[config.mk]
export PLATFORM = sky130hd
export DESIGN_NAME = ext_bus_target
export DESIGN_NICKNAME = d
export VERILOG_FILES = /design/src/rtl/cpu_pkg.sv /design/src/rtl/ext_bus_target.sv
export SDC_FILE = /design/constraint.sdc
export NUM_CORES = 1
export LEC_CHECK = 0
export BUFFER_PORTS_ARGS = -buffer_cell sky130_fd_sc_hd__buf_2
export CAP_MARGIN = 10
export CORE_MARGIN = 3
export CORE_UTILIZATION = 45
export CTS_CLUSTER_SIZE = 14
export DETAILED_ROUTE_END_ITERATION = 8
export PLACE_DENSITY_LB_ADDON = 0.3
export SYNTH_ARGS = -nofsm -noshare
export SYNTH_HDL_FRONTEND = slang
export SYNTH_SLANG_ARGS = --single-unit
[constraint.sdc]
create_clock -name CLK -period 3.2 [get_ports CLK]
set_input_delay 0.64 -clock CLK [delete_from_list [all_inputs] [get_ports CLK]]
set_output_delay 0.64 -clock CLK [all_outputs]
set_load 0.005 [all_outputs]
[src/rtl/cpu_pkg.sv]
// cpu_pkg -- definitions shared by the external-bus blocks of the CPU slice.
//
// Contents:
//   BW_8 / BW_16 / BW_32      bus-width codes. These are the same encoding
//                             the BSC uses in its area-size field.
//   ST_IDLE / ST_ACC / ST_HOLD  external bus target FSM state encoding.
//   lane_be()                 maps an external bus cycle onto 32-bit
//                             backend byte enables.
package cpu_pkg;

  // Area-size / port-width encoding.
  localparam logic [1:0] BW_8  = 2'b01;
  localparam logic [1:0] BW_16 = 2'b10;
  localparam logic [1:0] BW_32 = 2'b11;

  // External bus target FSM states.
  localparam logic [1:0] ST_IDLE = 2'd0;
  localparam logic [1:0] ST_ACC  = 2'd1;
  localparam logic [1:0] ST_HOLD = 2'd2;

  // Byte-enable mapping for one external bus cycle.
  //
  // The mapping is big-endian: BE bit 3 is byte 0, which sits on
  // data[31:24]. The narrow-port strobes are used as follows:
  //   - an 8-bit port uses WE_N[0];
  //   - a 16-bit port uses WE_N[1] for the upper (even-address) byte and
  //     WE_N[0] for the lower byte.
  // A read enables every lane the port covers. A write enables only those
  // lanes whose strobe is active.
  function automatic logic [3:0] lane_be(input logic [1:0] bus_w,
                                         input logic [1:0] a_lo,
                                         input logic [3:0] we_n,
                                         input logic       rd);
    logic [3:0] lanes;
    logic [3:0] strobes;
    lanes   = 4'h0;
    strobes = 4'h0;
    case (bus_w)
      BW_8: begin
        lanes   = 4'b0001 << (2'd3 - a_lo);
        strobes = {4{~we_n[0]}};
      end
      BW_16: begin
        lanes   = a_lo[1] ? 4'b0011 : 4'b1100;
        strobes = {2{~we_n[1:0]}};
      end
      BW_32: begin
        lanes   = 4'hF;
        strobes = ~we_n;
      end
      default: begin
        lanes   = 4'h0;
        strobes = 4'h0;
      end
    endcase
    return rd ? lanes : (lanes & strobes);
  endfunction

endpackage

[src/rtl/ext_bus_target.sv]
// ext_bus_target -- memory-like target on the CPU external bus.
//
// The block turns external bus cycles on one chip-select area into
// single-word requests on a simple backend port. It also answers
// interrupt vector fetches directly, without going to the backend.
//
// Parameters
//   CS_IDX   external area (0-3) this target serves. This value is
//            informational only; the selected chip select arrives on CS_N.
//   BUS_W    port width, using the area-size encoding
//            (BW_8, BW_16 or BW_32).
//
// Ports
//   CLK, RST               system clock; synchronous active-high reset
//   CE_R, CE_F             rising/falling bus-phase clock enables. Only
//                          CE_F is used.
//   A[26:0]                external address
//   DI[31:0]               write data from the initiator
//   DO[31:0], DOE          read data to the initiator and its drive enable
//   BS_N, CS_N, RD_N,      bus start, chip select, read strobe and vector
//   IVECF_N                fetch (all active-low)
//   WE_N[3:0]              byte write strobes (active-low)
//   WAIT_N                 wait request to the initiator (active-low)
//   VEC[7:0]               vector number returned on a vector fetch
//   MEM_*                  backend request port (see handshake note below)
//   DBG_STATE[1:0]         current FSM state (encoding from cpu_pkg)
//
// Backend handshake: MEM_REQ is a level that rises together with MEM_A,
// MEM_BE, MEM_WE and MEM_DO. All of these stay stable while MEM_REQ is
// high. The first CLK that sees MEM_ACK=1 while a request is outstanding
// completes the transfer; MEM_DI is captured on that same CLK, and
// MEM_REQ drops after it. MEM_ACK seen at any other time is ignored.
//
// Bus sampling, and every update of WAIT_N, DO and DOE, happens only on
// CE_F clocks. The backend side runs on every CLK.
module ext_bus_target
  import cpu_pkg::*;
#(
  parameter int         CS_IDX = 0,
  parameter logic [1:0] BUS_W  = BW_32
) (
  input  logic        CLK,
  input  logic        RST,
  input  logic        CE_R,
  input  logic        CE_F,
  input  logic [26:0] A,
  input  logic [31:0] DI,
  output logic [31:0] DO,
  output logic        DOE,
  input  logic        BS_N,
  input  logic        CS_N,
  input  logic        RD_N,
  input  logic        IVECF_N,
  input  logic [3:0]  WE_N,
  output logic        WAIT_N,
  input  logic [7:0]  VEC,
  output logic        MEM_REQ,
  output logic        MEM_WE,
  output logic [24:0] MEM_A,
  output logic [3:0]  MEM_BE,
  output logic [31:0] MEM_DO,
  input  logic [31:0] MEM_DI,
  input  logic        MEM_ACK,
  output logic [1:0]  DBG_STATE
);

  logic [1:0]  state_q;
  logic        ack_seen_q;
  logic        rd_q;        // latched ~RD_N of the access in flight
  logic [1:0]  a_lo_q;      // latched A[1:0], used to place read data
  logic [31:0] cap_q;       // MEM_DI captured on the accepted ACK

  logic [3:0]  start_be;
  logic [31:0] wr_data;
  logic [31:0] rd_data;

  // CE_R and CS_IDX play no part in the logic here.
  logic unused_ok;
  assign unused_ok = CE_R ^ (CS_IDX > 3);

  assign DBG_STATE = state_q;
  assign start_be  = lane_be(BUS_W, A[1:0], WE_N, ~RD_N);

  // Narrow ports replicate their write data across the whole word, so
  // every enabled lane carries the right byte. Read data is taken from
  // the lane(s) the access addressed and returned right-justified.
  always_comb begin
    wr_data = DI;
    rd_data = cap_q;
    case (BUS_W)
      BW_8: begin
        wr_data = {4{DI[7:0]}};
        case (a_lo_q)
          2'd0:    rd_data = {24'h0, cap_q[31:24]};
          2'd1:    rd_data = {24'h0, cap_q[23:16]};
          2'd2:    rd_data = {24'h0, cap_q[15:8]};
          default: rd_data = {24'h0, cap_q[7:0]};
        endcase
      end
      BW_16: begin
        wr_data = {2{DI[15:0]}};
        rd_data = {16'h0, (a_lo_q[1] ? cap_q[15:0] : cap_q[31:16])};
      end
      default: begin
        wr_data = DI;
        rd_data = cap_q;
      end
    endcase
  end

  always_ff @(posedge CLK) begin
    if (RST) begin
      state_q    <= ST_IDLE;
      ack_seen_q <= 1'b0;
      rd_q       <= 1'b0;
      a_lo_q     <= 2'b00;
      cap_q      <= 32'h0;
      WAIT_N     <= 1'b1;
      DO         <= 32'h0;
      DOE        <= 1'b0;
      MEM_REQ    <= 1'b0;
      MEM_WE     <= 1'b0;
      MEM_A      <= 25'h0;
      MEM_BE     <= 4'h0;
      MEM_DO     <= 32'h0;
    end else begin
      // Backend completion runs on any CLK. It is only honoured while a
      // request is actually outstanding.
      if (state_q == ST_ACC && MEM_REQ && MEM_ACK) begin
        MEM_REQ    <= 1'b0;
        ack_seen_q <= 1'b1;
        cap_q      <= MEM_DI;
      end

      if (CE_F) begin
        if (state_q == ST_ACC) begin
          // A new BS_N is ignored here; we are waiting to finish.
          if (ack_seen_q) begin
            WAIT_N  <= 1'b1;
            DO      <= rd_data;
            DOE     <= rd_q;
            state_q <= ST_HOLD;
          end
        end else if (!BS_N && !IVECF_N) begin
          // Vector fetch: answered locally; the chip select is irrelevant.
          DO      <= {24'h0, VEC};
          DOE     <= 1'b1;
          WAIT_N  <= 1'b1;
          state_q <= ST_HOLD;
        end else if (!BS_N && !CS_N) begin
          if (RD_N && start_be == 4'h0) begin
            // A write with no strobe in our lanes has nothing to transfer.
            state_q <= ST_HOLD;
          end else begin
            MEM_REQ    <= 1'b1;
            MEM_WE     <= RD_N;
            MEM_A      <= A[26:2];
            MEM_BE     <= start_be;
            MEM_DO     <= wr_data;
            WAIT_N     <= 1'b0;
            rd_q       <= ~RD_N;
            a_lo_q     <= A[1:0];
            ack_seen_q <= 1'b0;
            state_q    <= ST_ACC;
          end
        end else if (state_q != ST_IDLE && CS_N && IVECF_N) begin
          // End of the bus cycle: release the data bus.
          DOE     <= 1'b0;
          state_q <= ST_IDLE;
        end
      end
    end
  end

endmodule

==> impl_metrics.yaml <==
synthesis:
  synthCells: 565
  seq_area_frac_synth_pct: 54.6
  yosysWarnings: 0
  avgSynthCellArea_um2: 8.64
  synth_cell_types: 27
  synth_nets: 677
  syn_area_um2: 4880
  ys_ff_latch: 133
placement:
  place_area_um2: 5960
  placed_cells: 863
  portBuffers: 207
  gp_congestion: 0.766
  dp_hpwl_um: 9230
  place_ws_ns: 0.871
power:
  ir_worst_vdd_mv: 0.505
  netSwitchingPower_mw: 0.849
  clkPwrFrac_pct: 52.4
  pwr_density_cell_nw_per_um2: 608
  pwr-share-comb_pct: 5.4
  switching_share_pct: 21.2
  leakage_nw: 2.82
  internal_power_mw: 3.16
  pwr-share-seq_pct: 42.3
clocking:
  clk_pin_slew_ns: 0.06
  hold_buffers: 0
  cts.sinks: 133
  postCtsSetupRepairBufs: 0
  cts_tree: "done"
  clock_latency_ns: 0.51
  cts_root_buffer: "clkbuf_8"
  clockBufferDepth: 2
  cts_made_buffers: 17
  htreeDepth: 4
  cts-resized-gates: 0
timing:
  relSlewSlack_pct: 47.5
  maxSlewViolCount: 0
  tightest_slew_ns: 0.786
  timing.final.crit_share_pct: 62.8
  layout_setup_ws_ns: 1.19
  setup_violations: 0
  rsz0062_at_grt: "no"
  fmax_mhz: 497
  fin_crit_ns: 2.01
  setup_tns_ns: 0
  finalHoldViolCount: 0
  finClkSkew_ns: 0.00703
detailed_routing:
  wire_per_inst_um: 15.5
  wl_um: 13900
  routed_via_density: 5.39
  num_vias: 4823
  antenna_left: 0
  drt_iter0_markers: 397
  drcViolationCount: 0
  dr.pass1.iters: 6
die:
  core-area_um2: 10400
  die_y_um: 110
  start_util_pct: 46.8
  dieArea_um2: 12100
  rows: 37
  die_x_um: 110
  ios: 211
critical_path:
  timing.rr.end: "DO[20]$_SDFFE_PP0P_"
  cp_slowest_cell: "a21oi_4"
  worst-r2r-setup-slack_ns: 1.19
  r2r_start: "DBG_STATE[1]$_SDFFE_PP0P_"
  cp_data_required_time_ns: 3.65
  crit_buf_inv: 0
  critPathMaxFanout: 25
  crit_arrival_ns: 2.46
  cp_top_family: "compound AO/OA/AOI/OAI gates"
  cp-end-kind: "register"
  critPathMaxStageDelay_ns: 0.60
  crit_path_start_kind: "register"
  reg2reg_depth: 4
  worstPathCellList: "nand2b_4 -> mux2_4 -> a21oi_4 -> a22o_1"
  path_class: "reg2reg"
global_routing:
  grt_pass1_vias: 4376
  grt_max_degree: 72
  antenna_found_initial: 0
  grt_pass1_wl_um: 20800
  grt.overflow.total: 0
  grtUsageTotal_pct: 21.8
status:
  status: "complete, no violations"
finish:
  nets: 858
  fin_cells: 895
  area_delta_synth_final_pct: 35.4
  antenna_cells: 0
  final_cell_area_um2: 6610
  drive_gt1_share_pct: 33.5
hold_path:
  hp-class: "in2reg"
  hp-start: "WE_N[2]"
  hold_path_depth: 2
  whs_endpoint: "MEM_BE[2]$_SDFFE_PP0P_"
run:
  drv_cap: 0
==> metrics by stage <==
step | utilization [%] | hold WS [ns] | power, mW
after floorplan | - | 0.436 | 1.83
after global placement | 57.2 | 0.442 | 1.94
after detailed placement | 57.2 | 0.448 | 1.95
after CTS | 63.4 | 0.316 | 4.04
after global routing | 63.4 | 0.312 | 4.15
final | 63.4 | 0.336 | 4.01
==> worst max path at each step <==
stage               cells past startpoint                      start                     end  slack [ns]
floorplan                               6                       CE_F       rd_q$_SDFFE_PP0P_        1.45
global placement                        6                    WE_N[3]  MEM_A[13]$_SDFFE_PP0P_        0.94
detailed placement                      6                    WE_N[3]   MEM_A[3]$_SDFFE_PP0P_        0.87
CTS                                     4  DBG_STATE[1]$_SDFFE_PP0P_     DO[20]$_SDFFE_PP0P_        1.17
global route                            6  DBG_STATE[0]$_SDFFE_PP0P_  cap_q[19]$_SDFFE_PP0P_        1.01
finish                                  4  DBG_STATE[1]$_SDFFE_PP0P_     DO[20]$_SDFFE_PP0P_        1.19
==> power groups by stage <==
stage                     Sequential [mW]  Combinational (mW)  Clock [mW]
after floorplan                      1.73              0.0964           0
after global placement               1.73               0.209           0
after detailed placement             1.73               0.214           0
after CTS                            1.70               0.215        2.13
after global routing                 1.70               0.238        2.21
final                                1.70               0.216        2.10
==> sequential cells by signal, indices dropped and copies added, names as in the netlist <==
name        cells
rd_q            1
MEM_BE          4
MEM_A          25
MEM_DO         32
DBG_STATE       2
cap_q          32
DO             32
WAIT_N          1
ack_seen_q      1
MEM_WE          1
DOE             1
MEM_REQ         1
==> cells by family (layout without fill, tap and decap cells) <==
logic type / Yosys count / in the layout / synth area share [%]
flops: 133 / 133 / 54.6
mux: 1 / 1 / 0.308
simple gates: 162 / 162 / 14.7
buf+inv: 57 / 251 / 5.15
compound gates: 212 / 212 / 25.2
==> layer usage <==
layer	vias to the layer above	GRT usage [%]	routed length [um]
li1	2367	-	-
met1	2231	27.8	5880
met2	197	35.2	6750
met3	28	5.13	924
met4	0	9.41	354
met5	-	0	0
==> layout make-up <==
| cell class | count | area (um2) |
|---|---|---|
| multi-input cells | 375 | 1980 |
| clock inverters | 12 | 200 |
| clock buffers | 20 | 445 |
| repair buffers | 216 | 1130 |
| fillers | 930 | 3810 |
| well taps | 136 | 170 |
| inverters | 3 | 11.3 |
| flip-flops and latches | 133 | 2660 |
==> cells in the final DEF (no fill, tap or decap), drive strengths merged, types with 2 or more instances in the layout <==
cell type | netlist | routed
buf | 15 | 216
dfxtp | 133 | 133
a21oi | 106 | 106
nand2 | 87 | 87
o21ai | 63 | 63
nand3 | 60 | 60
a22o | 24 | 24
clkbuf | 39 | 20
a311oi | 14 | 14
bufinv | 0 | 5
nor2 | 4 | 4
inv | 3 | 4
clkinvlp | 0 | 3
clkinv | 0 | 3
and3 | 2 | 2
nor2b | 2 | 2
nor3 | 2 | 2
==> cells in the mapped netlist, drive strengths merged <==
library cell  count  area [um2]
a311oi           14         123
nand3            60         300
nor3              2        10.0
nor2              4        15.0
and2              1        6.26
a21boi            1        7.51
o32ai             1        8.76
o211a             1        10.0
or4               1        7.51
nand2            87         327
buf              15        93.8
nor2b             2        12.5
a31oi             1        6.26
mux2              1        15.0
a21oi           106         542
and3              2        12.5
inv               3        11.3
a22o             24         210
dfxtp           133        2660
o21ai            63         315
o41ai             1        8.76
nand2b            1        13.8
nand4             1        6.26
and4              1        8.76
clkbuf           39         146
Note: power is estimated with default switching activity, not from simulation.
